$ cat config.mk
export PLATFORM = sky130hd
export DESIGN_NAME = regfile_writer
export DESIGN_NICKNAME = d
export VERILOG_FILES = /design/src/rtl/regfile_pkg.sv /design/src/rtl/regfile_decoder5to32.sv /design/src/rtl/regfile_writer.sv
export SDC_FILE = /design/constraint.sdc
export NUM_CORES = 1
export LEC_CHECK = 0
export CAP_MARGIN = 5
export CORE_AREA = 5 5 419 421
export CTS_CLUSTER_SIZE = 20
export DETAILED_ROUTE_END_ITERATION = 10
export DIE_AREA = 0 0 424 426
export PLACE_DENSITY = 0.48
export SKIP_CTS_REPAIR_TIMING = 1
export SLEW_MARGIN = 10
export SYNTH_ARGS = -nofsm -noshare
export SYNTH_HDL_FRONTEND = slang
export SYNTH_HIERARCHICAL = 1
export SYNTH_SLANG_ARGS = --single-unit
$ cat constraint.sdc
create_clock -name clk -period 3.8 [get_ports clk]
set_clock_uncertainty 0.15 [all_clocks]
set_input_delay 0.57 -clock clk [delete_from_list [all_inputs] [get_ports clk]]
set_output_delay 0.57 -clock clk [all_outputs]
set_load 0.02 [all_outputs]
$ cat src/rtl/regfile_pkg.sv
// regfile_pkg
// Shared constants and the FSM state encoding for the register file writer.
//   NREGS         : number of registers (32)
//   ADDR_W        : register index width (5)
//   DEFAULT_WIDTH : default register data width (32)
//   state_t       : IDLE (normal write service) / CLEAR (sequential zeroing)
package regfile_pkg;

    localparam int NREGS         = 32;
    localparam int ADDR_W        = 5;
    localparam int DEFAULT_WIDTH = 32;

    typedef enum logic {
        IDLE  = 1'b0,
        CLEAR = 1'b1
    } state_t;

endpackage

$ cat src/rtl/regfile_decoder5to32.sv
// regfile_decoder5to32
// 5-bit index to 32-bit one-hot decoder with enable.
//   idx    : register index 0..31
//   en     : when 0 the output is all zeros
//   onehot : bit idx set when en=1
module regfile_decoder5to32
    import regfile_pkg::*;
(
    input  logic [ADDR_W-1:0] idx,
    input  logic              en,
    output logic [NREGS-1:0]  onehot
);

    always_comb begin
        onehot = '0;
        if (en) begin
            onehot[idx] = 1'b1;
        end
    end

endmodule

$ cat src/rtl/regfile_writer.sv
// regfile_writer
// 32-entry register file write port with byte enables and a 32-cycle
// sequential clear engine.
//   clk, rst_n   : clock (rising edge), asynchronous active-low reset
//   wr_valid     : write request present
//   wr_ready     : write can be accepted this cycle (1 in IDLE only)
//   wr_addr      : target register index
//   wr_data      : write data
//   wr_be        : byte enables, bit i covers data[8i+7:8i]
//   wr_ack       : one-cycle pulse the cycle after an accepted write
//   clear_req    : request to zero all registers (sampled in IDLE only)
//   clear_busy   : clear sequence in progress
//   clear_done   : one-cycle pulse the cycle after index 31 was cleared
//   regs_out     : flattened contents, register k at [k*WIDTH +: WIDTH]
//   state_dbg    : current FSM state
//
// Handshake: a write transfers on a rising edge where wr_valid && wr_ready;
// wr_valid may be held while wr_ready is low and the request waits unchanged.
module regfile_writer
    import regfile_pkg::*;
#(
    parameter int WIDTH   = DEFAULT_WIDTH,
    parameter int ZERO_R0 = 1
) (
    input  logic                   clk,
    input  logic                   rst_n,
    input  logic                   wr_valid,
    output logic                   wr_ready,
    input  logic [ADDR_W-1:0]      wr_addr,
    input  logic [WIDTH-1:0]       wr_data,
    input  logic [WIDTH/8-1:0]     wr_be,
    output logic                   wr_ack,
    input  logic                   clear_req,
    output logic                   clear_busy,
    output logic                   clear_done,
    output logic [NREGS*WIDTH-1:0] regs_out,
    output state_t                 state_dbg
);

    localparam int NB = WIDTH / 8;

    state_t                   state, state_nxt;
    logic [ADDR_W-1:0]        cnt, cnt_nxt;
    logic                     done_nxt;
    logic [NREGS*WIDTH-1:0]   regs_q;

    logic                     clearing;
    logic                     wr_fire;
    logic [ADDR_W-1:0]        dec_idx;
    logic                     dec_en;
    logic [NREGS-1:0]         sel;

    // Ready is a pure decode of the registered state.
    assign wr_ready   = (state == IDLE);
    assign clearing   = (state == CLEAR);
    assign clear_busy = clearing;
    assign wr_fire    = wr_valid && wr_ready;
    assign regs_out   = regs_q;
    assign state_dbg  = state;

    // One decoder serves both sources: the clear counter owns it in CLEAR,
    // the write address in IDLE. Writes cannot fire in CLEAR, so no conflict.
    assign dec_idx = clearing ? cnt : wr_addr;
    assign dec_en  = clearing || wr_fire;

    regfile_decoder5to32 u_dec (
        .idx    (dec_idx),
        .en     (dec_en),
        .onehot (sel)
    );

    // State register and clear counter
    always_ff @(posedge clk or negedge rst_n) begin
        if (!rst_n) begin
            state      <= IDLE;
            cnt        <= '0;
            wr_ack     <= 1'b0;
            clear_done <= 1'b0;
        end else begin
            state      <= state_nxt;
            cnt        <= cnt_nxt;
            wr_ack     <= wr_fire;
            clear_done <= done_nxt;
        end
    end

    // Next-state logic
    always_comb begin
        state_nxt = state;
        cnt_nxt   = cnt;
        done_nxt  = 1'b0;
        case (state)
            IDLE: begin
                if (clear_req) begin
                    state_nxt = CLEAR;
                    cnt_nxt   = '0;
                end
            end
            CLEAR: begin
                // Counter wraps 31 -> 0 naturally on the final step.
                cnt_nxt = cnt + 1'b1;
                if (cnt == ADDR_W'(NREGS - 1)) begin
                    state_nxt = IDLE;
                    done_nxt  = 1'b1;
                end
            end
            default: begin
                state_nxt = IDLE;
                cnt_nxt   = '0;
            end
        endcase
    end

    // Register storage. Selected register is zeroed in CLEAR (and always for
    // r0 when ZERO_R0 is set); otherwise enabled bytes take wr_data.
    always_ff @(posedge clk or negedge rst_n) begin
        if (!rst_n) begin
            regs_q <= '0;
        end else begin
            for (int k = 0; k < NREGS; k++) begin
                if (sel[k]) begin
                    for (int b = 0; b < NB; b++) begin
                        if (clearing || (ZERO_R0 != 0 && k == 0)) begin
                            regs_q[k*WIDTH + 8*b +: 8] <= 8'h00;
                        end else if (wr_be[b]) begin
                            regs_q[k*WIDTH + 8*b +: 8] <= wr_data[8*b +: 8];
                        end
                    end
                end
            end
        end
    end

endmodule

* Word-level counts from Yosys, hierarchy flattened
Index checks and enable logic that the tools add are counted.
** Storage, ports and cells
- Register bits :: 1000
- Input bits :: 45
- Output and inout bits :: 1029
- Word-level logic and storage cells :: 284
** Operators by class
- Add/sub/neg operators :: 1
- Magnitude comparators :: 2
- Equality and inequality tests :: 2
- Muxes and demuxes :: 19
- Bitwise operators :: 1
- Reductions and logical operators :: 131
** Operators with widths (count)
- AND reduction 2 bit :: 124
- two-way mux 8 bit :: 8
- two-way mux 32 bit :: 1
- two-way mux 5 bit :: 2
- one-hot mux 5 bit (2 select lines) :: 1
- nonzero test 2 bit :: 4
- less-than comparator 5 x 6 -> 1 bit (second input constant) :: 1
- adder 5 x 1 -> 5 bit (second input constant) :: 1
- demux 1 bit (select 5 bit) :: 1
- == test 5 bit (second input constant) :: 1
- >= comparator 5 x 1 -> 1 bit (second input constant) :: 1
- two-way mux 1 bit :: 5
- logical AND 1 bit :: 2
- != test 2 x 1 -> 1 bit (second input constant) :: 1
- one-hot mux 1 bit (2 select lines) :: 1
- logical OR 1 bit :: 1
- NOT 1 bit :: 1

* Depth between registers and ports, before layout
- Depth in word-level cells :: 7
- Gate-level depth with buffers :: 11
- Depth with buffers taken out :: 6

* Cells and area by module
The synthesis kept the hierarchy.
** Modules (own cells, without submodules)
- regfile_writer :: times used 1, cells an instance 4747, area an instance 47765.8 um^2
- regfile_decoder5to32 :: times used 1, cells an instance 47, area an instance 230.2 um^2

* Least setup slack after synthesis
Ideal clock, no wire load.
- Path kind :: register -> register
- Start point :: reg state (netlist: clear_busy)
- End point :: reg regs_q[112] (netlist: regs_out[112])
- Data arrival time :: 2.601 ns
- Required time :: 3.567 ns
- Setup slack :: 0.966 ns
- Cell stages (with the launch flop) :: 11
- Path buffers :: 4
- Clock period less this slack :: 2.834 ns
- Cells stage by stage :: dfrtp_1 -> buf_4 -> buf_2 -> mux2_2 -> or4b_1 -> nor2_1 -> buf_2 -> and2_1 -> clkbuf_1 -> a2bb2oi_1 -> o22ai_1
** On the way
- Longest elaborated chain between the ends :: 7
** RTL lines
- start: declaration :: line regfile_writer.sv:42 : state_t state, state_nxt;
- start signal: assignment :: line regfile_writer.sv:80 : state <= state_nxt;
- two-way mux 5 bit (*) :: line regfile_writer.sv:63 : assign dec_idx = clearing ? cnt : wr_addr;
- named net dec_idx[3] :: line regfile_writer.sv:49 : logic [ADDR_W-1:0] dec_idx;
- less-than comparator 5 x 6 -> 1 bit (not written as such) / >= comparator 5 x 1 -> 1 bit (equally long branches) :: line regfile_decoder5to32.sv:17 : onehot[idx] = 1'b1;
- logical AND 1 bit (not written as such) :: line regfile_decoder5to32.sv:17
- two-way mux 1 bit (not written as such) :: line regfile_decoder5to32.sv:17
- demux 1 bit (select 5 bit) (*)
- two-way mux 32 bit (*) :: line regfile_decoder5to32.sv:16 : if (en) begin
- named net sel[3] :: line regfile_writer.sv:51 : logic [NREGS-1:0] sel;
- AND reduction 2 bit (no source line) (*)
- end signal: indexed assignment :: line regfile_writer.sv:126 : regs_q[k*WIDTH + 8*b +: 8] <= wr_data[8*b +: 8];
- end: declaration :: line regfile_writer.sv:45 : logic [NREGS*WIDTH-1:0] regs_q;
The timed path passes the listed nets; every way through them passes the cells marked *.
A chain may end at the register's enable or synchronous reset.

* Worst setup path in the final report
- Start point :: reg state (netlist: clear_busy)
- End point :: out state_dbg
** RTL lines
- end: declaration :: line regfile_writer.sv:37 : output state_t state_dbg
No word-level cell between the ends.

==> results_dict.tcl <==
set metrics [dict create \
    row_count 152 \
    start_kind "flip-flop" \
    globalplace.congestion 0.834 \
    grt_pass1_vias 40700 \
    post-place-ws_ps 382 \
    r2r_cells 6 \
    cp-endpoint "state_dbg" \
    clock_sinks 1000 \
    min_path_type "primary input to flip-flop" \
    drive_gt1_frac 0.0852 \
    io_pins 1074 \
    path_class "flip-flop to output port" \
    syn_inst 4793 \
    max-cap-violations 0 \
    worstPathArrival_ps 2630 \
    yosysWarnings 6 \
    grt_overflow 0 \
    antenna_found_initial 10 \
    worst_pin_slew_ps 1300 \
    fin_crit_ps 3350 \
    power_leakage_nw 26.5 \
    fin_tns_setup_ps 0 \
    grt_setup_unrepaired "false" \
    holdPathStages 3 \
    final_nets 5645 \
    die_area_um2 181000 \
    max_freq_ghz 0.299 \
    worst-path-buf-inv 2 \
    mostFrequentLayoutCells "clkdlybuf4s50_1 (1007), dfrtp_1 (999), inv_1 (993), o22ai_1 (993), a2bb2oi_1 (992)" \
    die_w_um 424 \
    vias 42300 \
    power.total_mw 42.3 \
    cp.required_ps 3080 \
    drc 0 \
    dp_hpwl_mm 156 \
    grt_max_degree 212 \
    wl_per_cell_um 28.6 \
    syn2layout_area_growth_pct 34.4 \
    core_area_um2 171000 \
    vias_per_cell 5.33 \
    crit_family "buffers and inverters" \
    drtAntennaViolNets 0 \
    avgSynthCellArea_um2 10.0 \
    root_buffer "clkbuf_16" \
    drt_first_iter_violations 3845 \
    hold_viol_final 0 \
    cp-end-kind "output port" \
    period_share 0.881 \
    final-max-slew-violation-count 0 \
    crit_path_top_delay_cell "clkdlybuf4s50_1" \
    cp-startpoint "clear_busy$_DFF_PN0_" \
    track_usage 0.239 \
    clk_pin_slew_ps 60 \
    crit_chain "buf_4 -> clkdlybuf4s50_1" \
    clk_latency_ps 770 \
    cts_buffers 130 \
    cts.path.max_buffers 3 \
    cpPeakStageDelay_ps 730 \
    synth_area_um2 48000 \
    start_util 0.281 \
    setup_violations 0 \
    wl_mm 227 \
    p_per_area_nw_per_um2 655 \
    grt_pass1_wl_mm 318 \
    slew_headroom 0.132 \
    cts_tree "yes" \
    final_common_cell "clkdlybuf4s50_1" \
    rrSetupSlack_ps 690 \
    reg2reg_from "clear_busy$_DFF_PN0_" \
    r2r-end "regs_out[110]$_DFFE_PN0P_" \
    die_y_um 426 \
    finalWorstSetupSlack_ps 451 \
    cp.depth 2 \
    ir_drop_uv 451 \
    status "completed" \
    htree_levels 4 \
    drtPass1Iterations 7 \
    critPathMaxFanout 52 \
    io_buffer_count 1041 \
    hold_path.startpoint "wr_be[1]" \
]
per-stage QoR:
step	cells	hold WS [ps]	utilization	cell area (µm²)
final	7934	162	0.377	64500
after global routing	7924	123	0.377	64500
after CTS	7922	-361	0.377	64500
after detailed placement	7698	391	0.353	60400
after global placement	7698	387	0.353	60400
after floorplan	4824	124	-	48100
worst min-delay path, stage by stage:
cell and delay (ps):
buf_8 180, a2bb2oi_1 170, o22ai_1 110
report_power, final:
group | internal (mW) | switching, mW
Clock | 6.99 | 5.08
Combinational | 6.67 | 9.54
Sequential | 12.6 | 1.40
Total | 26.3 | 16.0
how the worst min path moves through the flow:
stage | to | slack (ps)
CTS | regs_out[586]$_DFFE_PN0P_ | -360
global placement | regs_out[976]$_DFFE_PN0P_ | 390
finish | regs_out[523]$_DFFE_PN0P_ | 160
detailed placement | cnt[4]$_DFFE_PN0P_ | 390
global route | regs_out[186]$_DFFE_PN0P_ | 120
floorplan | clear_busy$_DFF_PN0_ | 120
flip-flops by register name, summed over array words and instances (netlist names):
| register | count |
|---|---|
| clear_busy | 1 |
| cnt | 5 |
| wr_ack | 1 |
| clear_done | 1 |
| regs_out | 992 |
area by class of cell:
class                           count  area [µm²]
Multi-Input combinational cell   2212       16500
Clock buffer                      188        3740
Fill cell                       16900      106000
Clock inverter                     36         333
Sequential cell                  1000       25000
Timing Repair Buffer             1260       12400
Inverter                          994        3730
Antenna cell                       11        27.5
Tap cell                         2233        2790
routing by layer:
| metal | vias to the layer above | GRT usage | part of all wire |
|---|---|---|---|
| li1 | 18700 | - | - |
| met2 | 1657 | 0.384 | 0.47 |
| met5 | - | 0 | 0.000035 |
| met4 | 2 | 0.120 | 0.057 |
| met3 | 385 | 0.0515 | 0.061 |
| met1 | 21500 | 0.306 | 0.41 |
Note: power is estimated with default switching activity, not from simulation.
